--- config.mk ---
export PLATFORM = sky130hd
export DESIGN_NAME = seq_mult_shift_add
export DESIGN_NICKNAME = d
export VERILOG_FILES = /design/src/rtl/seq_mult_shift_add.sv
export SDC_FILE = /design/constraint.sdc
export NUM_CORES = 1
export LEC_CHECK = 0
export BUFFER_PORTS_ARGS = -buffer_cell sky130_fd_sc_hd__buf_2
export CORE_MARGIN = 1
export CORE_UTILIZATION = 45
export DETAILED_ROUTE_END_ITERATION = 8
export PLACE_DENSITY = 0.64
export SYNTH_ARGS = -nofsm -noshare
export SYNTH_HDL_FRONTEND = slang
export SYNTH_SLANG_ARGS = --single-unit
--- constraint.sdc ---
create_clock -name clk -period 3.22 [get_ports clk]
set_input_delay 0.644 -clock clk [delete_from_list [all_inputs] [get_ports clk]]
set_output_delay 0.644 -clock clk [all_outputs]
set_load 0.01 [all_outputs]
--- src/rtl/seq_mult_shift_add.sv ---
`default_nettype none
// ============================================================================
// Module      : seq_mult_shift_add
// Description : Iterative shift-add multiplier, WIDTH x WIDTH -> 2*WIDTH.
//               Signed or unsigned mode is chosen per operation. There is a
//               valid/ready handshake on the operand side and on the result
//               side. One partial product is retired per clock.
// Ports       : clk, rst        - clock, synchronous active-high reset
//               in_valid/ready  - operand handshake (a, b, signed_mode)
//               a, b            - multiplicand / multiplier, WIDTH bits
//               signed_mode     - 1: two's complement, 0: unsigned
//               out_valid/ready - result handshake
//               p               - product, 2*WIDTH bits
//               busy            - high while the product is being formed
// Revision    : 1.0 - initial release
// ============================================================================
module seq_mult_shift_add #(
    parameter int WIDTH = 4
) (
    input  logic               clk,
    input  logic               rst,
    input  logic               in_valid,
    output logic               in_ready,
    input  logic [WIDTH-1:0]   a,
    input  logic [WIDTH-1:0]   b,
    input  logic               signed_mode,
    output logic               out_valid,
    input  logic               out_ready,
    output logic [2*WIDTH-1:0] p,
    output logic               busy
);

    localparam int                c_cnt_w    = $clog2(WIDTH);
    localparam logic [c_cnt_w-1:0] c_cnt_last = c_cnt_w'(WIDTH - 1);
    localparam logic [c_cnt_w-1:0] c_cnt_one  = c_cnt_w'(1);

    typedef enum logic [1:0] {
        S_IDLE = 2'd0,
        S_RUN  = 2'd1,
        S_FIX  = 2'd2,
        S_DONE = 2'd3
    } state_t;

    state_t               r_state;
    logic                 r_in_ready;
    logic                 r_out_valid;
    logic                 r_busy;
    logic [2*WIDTH-1:0]   r_p;
    logic [2*WIDTH-1:0]   r_acc;
    logic [WIDTH-1:0]     r_mcand;
    logic [WIDTH-1:0]     r_mplier;
    logic [c_cnt_w-1:0]   r_cnt;
    logic                 r_neg;

    logic [WIDTH-1:0]     w_a_mag;
    logic [WIDTH-1:0]     w_b_mag;
    logic                 w_neg;
    logic [2*WIDTH-1:0]   w_addend;

    // Magnitudes are kept as WIDTH-bit unsigned values: negating the most
    // negative operand yields 2^(WIDTH-1), which is still representable.
    assign w_a_mag  = (signed_mode && a[WIDTH-1]) ? -a : a;
    assign w_b_mag  = (signed_mode && b[WIDTH-1]) ? -b : b;
    assign w_neg    = signed_mode & (a[WIDTH-1] ^ b[WIDTH-1]);

    // Partial product for the current bit position of the multiplicand.
    assign w_addend = {{WIDTH{1'b0}}, r_mplier} << r_cnt;

    always_ff @(posedge clk) begin
        if (rst) begin
            r_state     <= S_IDLE;
            r_in_ready  <= 1'b1;
            r_out_valid <= 1'b0;
            r_busy      <= 1'b0;
            r_p         <= '0;
            r_acc       <= '0;
            r_mcand     <= '0;
            r_mplier    <= '0;
            r_cnt       <= '0;
            r_neg       <= 1'b0;
        end else begin
            case (r_state)
                S_IDLE: begin
                    if (in_valid) begin
                        r_mcand    <= w_a_mag;
                        r_mplier   <= w_b_mag;
                        r_neg      <= w_neg;
                        r_acc      <= '0;
                        r_cnt      <= '0;
                        r_in_ready <= 1'b0;
                        r_busy     <= 1'b1;
                        r_state    <= S_RUN;
                    end
                end

                S_RUN: begin
                    // The multiplicand shifts right so its LSB always
                    // selects the partial product for bit position r_cnt.
                    if (r_mcand[0]) begin
                        r_acc <= r_acc + w_addend;
                    end
                    r_mcand <= r_mcand >> 1;
                    r_cnt   <= r_cnt + c_cnt_one;
                    if (r_cnt == c_cnt_last) begin
                        r_state <= S_FIX;
                    end
                end

                S_FIX: begin
                    // Sign is re-applied once on the full-width magnitude;
                    // negating zero gives zero, so no -0 can appear.
                    r_p         <= r_neg ? -r_acc : r_acc;
                    r_out_valid <= 1'b1;
                    r_busy      <= 1'b0;
                    r_state     <= S_DONE;
                end

                S_DONE: begin
                    if (out_ready) begin
                        r_out_valid <= 1'b0;
                        r_in_ready  <= 1'b1;
                        r_state     <= S_IDLE;
                    end
                end

                default: begin
                    r_state <= S_IDLE;
                end
            endcase
        end
    end

    assign in_ready  = r_in_ready;
    assign out_valid = r_out_valid;
    assign busy      = r_busy;
    assign p         = r_p;

endmodule
`default_nettype wire
==> reports/metrics.csv <==
metric,value,unit
Clock Path Buffers,2,
Synth Warn #,0,
Final Setup Violations,0,
#FFs+latches synth,32,
first-pass GRT wire length,6860,um
ratio of cells with drive above 1 in the final layout,13.8,%
Post-Syn Area,0.00194,mm2
Max VDD drop,0.297,mV
syn nets,258,
clk slew on worst S/H paths,0.07,ns
Max stage delay on crit path,0.49,ns
"critical path fanouts, max",10,
fill count,401,
CTS tree,built,
"Async S/R FF share, synth",0,%
DRT antenna net count,0,
hold violation count in the final report,0,
max cap viols,0,
"Seq/Total Area, Yosys",33.0,%
n_diodes,0,
Routed WL per cell,13.0,um
Worst Setup SP,r_cnt[1],
I/O pin count,24,
launch point of the worst reg-to-reg path,r_cnt[1],
CP endpoint,r_acc[7],
Mapped Cells,229,
postcts setup bufs,0,
worst r2r dst,r_acc[7],
Final nets,276,
pwr/cell area,680,mW/mm2
worst hold stages,2,
Via-to-Cell Ratio,5.42,
critical path data arrival time,2.50,ns
initial drt markers,71,
most common cell in the netlist,dfxtp_1,
"Hold-fix buffers, CTS",0,
Via Count,1609,
RePlAce Congestion,0.804,
CTS sink count,32,
drt pass-1 iters,4,
Reg2Reg Setup Slack,0.94,ns
Die Span Y,67.7,um
core area,0.00409,mm2
Routed WL,3850,um
"area leader, netlist",dfxtp_1,
Crit Path Class,reg2reg,
initial antenna violation count,0,
Finished Core Util,52.7,%
most common flop cell mapped by yosys,dfxtp_1,
worst slew pin tran,0.611,ns
Clock Latency Late Sink,0.29,ns
outcome,"complete, no violations",
fmax,0.438,GHz
Layout Skew,0.00790,ns
Resized Gates After CTS,0,
Post-Syn Area per Cell,8.49,um2
root buffer cell,clkbuf_8,
relative slew slack,58.8,%
die area,0.00458,mm2
gr usage total,20.1,%
row count,23,
"top cells by count, synth","dfxtp_1, nor2_1, nand2_1",
DIE WIDTH,67.7,um
htree depth,2,
TritonCTS Buffers,5,
final max-slew violation count,0,
CP Capture Type,register,
pin count of the biggest net entering global routing,35,
min cycle time layout,2.28,ns
R2R depth,8,
area grow syn2layout,10.8,%
slowest cell on the critical path,dfxtp_1,
top area cells in the synthesized netlist,"dfxtp_1, ha_1, nor2_1, mux2i_1, a211oi_1",
final setup TNS,0,ns
Leak Pwr,0.903,nW
RSZ-0062 raised after global routing,false,
initial core utilization,47.6,%
global route total overflow,0,
HP Class,reg2reg,
Yosys cell types,44,
Synth top area share,33.0,%
Post-DP HPWL,2850,um
vias in the first global route,1490,
Critical Path RT,3.44,ns
Residual DRC,0,
CP Cell Sequence,mux2_2 -> nor2_1 -> a21oi_1 -> ha_1 -> o211ai_1 -> o21a_1 -> a221oi_1 -> mux2i_1,
Worst setup SP type,register,
number of synthesized flops with an enable pin,0,
Port Buffers,23,
fin crit share,71.0,%
==> critical path, delay by kind of cell (launching register included) <==
kind	cells	cell delay [ns]
mux	2	0.60
compound gates	4	0.68
fa+ha+maj	1	0.37
flops	1	0.49
simple gates	1	0.09
==> cells by family after synthesis <==
logic type	count (synthesis)	synth area share, %
xor+xnor	12	5.41
compound gates	63	22.7
simple gates	72	17.9
buf+inv	23	4.51
mux	11	5.80
flops	32	33.0
fa+ha+maj	16	10.7
==> cells in the final DEF (no fill, tap or decap), types with 4 or more instances in the layout <==
cell and count:
a211oi_1 11, a21oi_1 15, a22oi_1 4, buf_2 23, clkbuf_8 5, dfxtp_1 32, ha_1 15, inv_1 11
mux2i_1 9, nand2_1 18, nand2b_1 5, nor2_1 25, o21ai_0 8, xnor2_1 5, xor2_1 7
==> registers in the layout (all words and copies together), names as in the netlist <==
signal	flops
out_valid	1
in_ready	1
r_mplier	4
r_acc	8
r_state	2
p	8
r_neg	1
r_mcand	4
r_cnt	2
busy	1
==> stage by stage <==
stage               setup WS, ns  instance area (um2)  hold slack (ns)  cells  power (mW)
floorplan                  0.973                 1940            0.432    229        1.03
global placement           0.981                 2070            0.443    290        1.18
detailed placement         0.950                 2070            0.446    290        1.18
CTS                        0.930                 2150            0.456    297        1.48
global route               0.745                 2150            0.496    297        1.60
finish                     0.935                 2150            0.454    297        1.46
==> layout make-up <==
type / count / area (um2) / area share [%]
clock buffers: 6 / 72.6 / 3.37
well taps: 50 / 62.6 / 2.91
repair buffers: 23 / 115 / 5.35
multi-input cells: 174 / 1210 / 56.5
inverters: 11 / 41.3 / 1.92
flip-flops and latches: 32 / 641 / 29.8
clock inverters: 1 / 5.00 / 0.233
==> power by group <==
part           internal (mW)  total, mW  switching (mW)
logic                  0.250      0.599           0.349
clock network          0.147      0.290           0.143
registers              0.495      0.574          0.0791
total                  0.891       1.46           0.571
==> how the worst min path moves through the flow <==
stage               slack [ns]          to       start
detailed placement        0.45  r_mcand[2]  r_mcand[2]
finish                    0.45  r_mcand[2]  r_mcand[2]
global placement          0.44  r_mcand[2]  r_mcand[2]
global route              0.50        busy        busy
CTS                       0.46  r_mcand[2]  r_mcand[2]
floorplan                 0.43  r_mcand[1]  r_mcand[1]
==> metal layers <==
metal / GRT usage [%] / vias up / wire length (um)
met5: 0 / - / 0
met4: 8.24 / 0 / 57
met3: 5.07 / 6 / 122
met2: 32.8 / 32 / 1770
met1: 25.0 / 714 / 1900
li1: - / 857 / -
(Power assumes the default switching activity.)
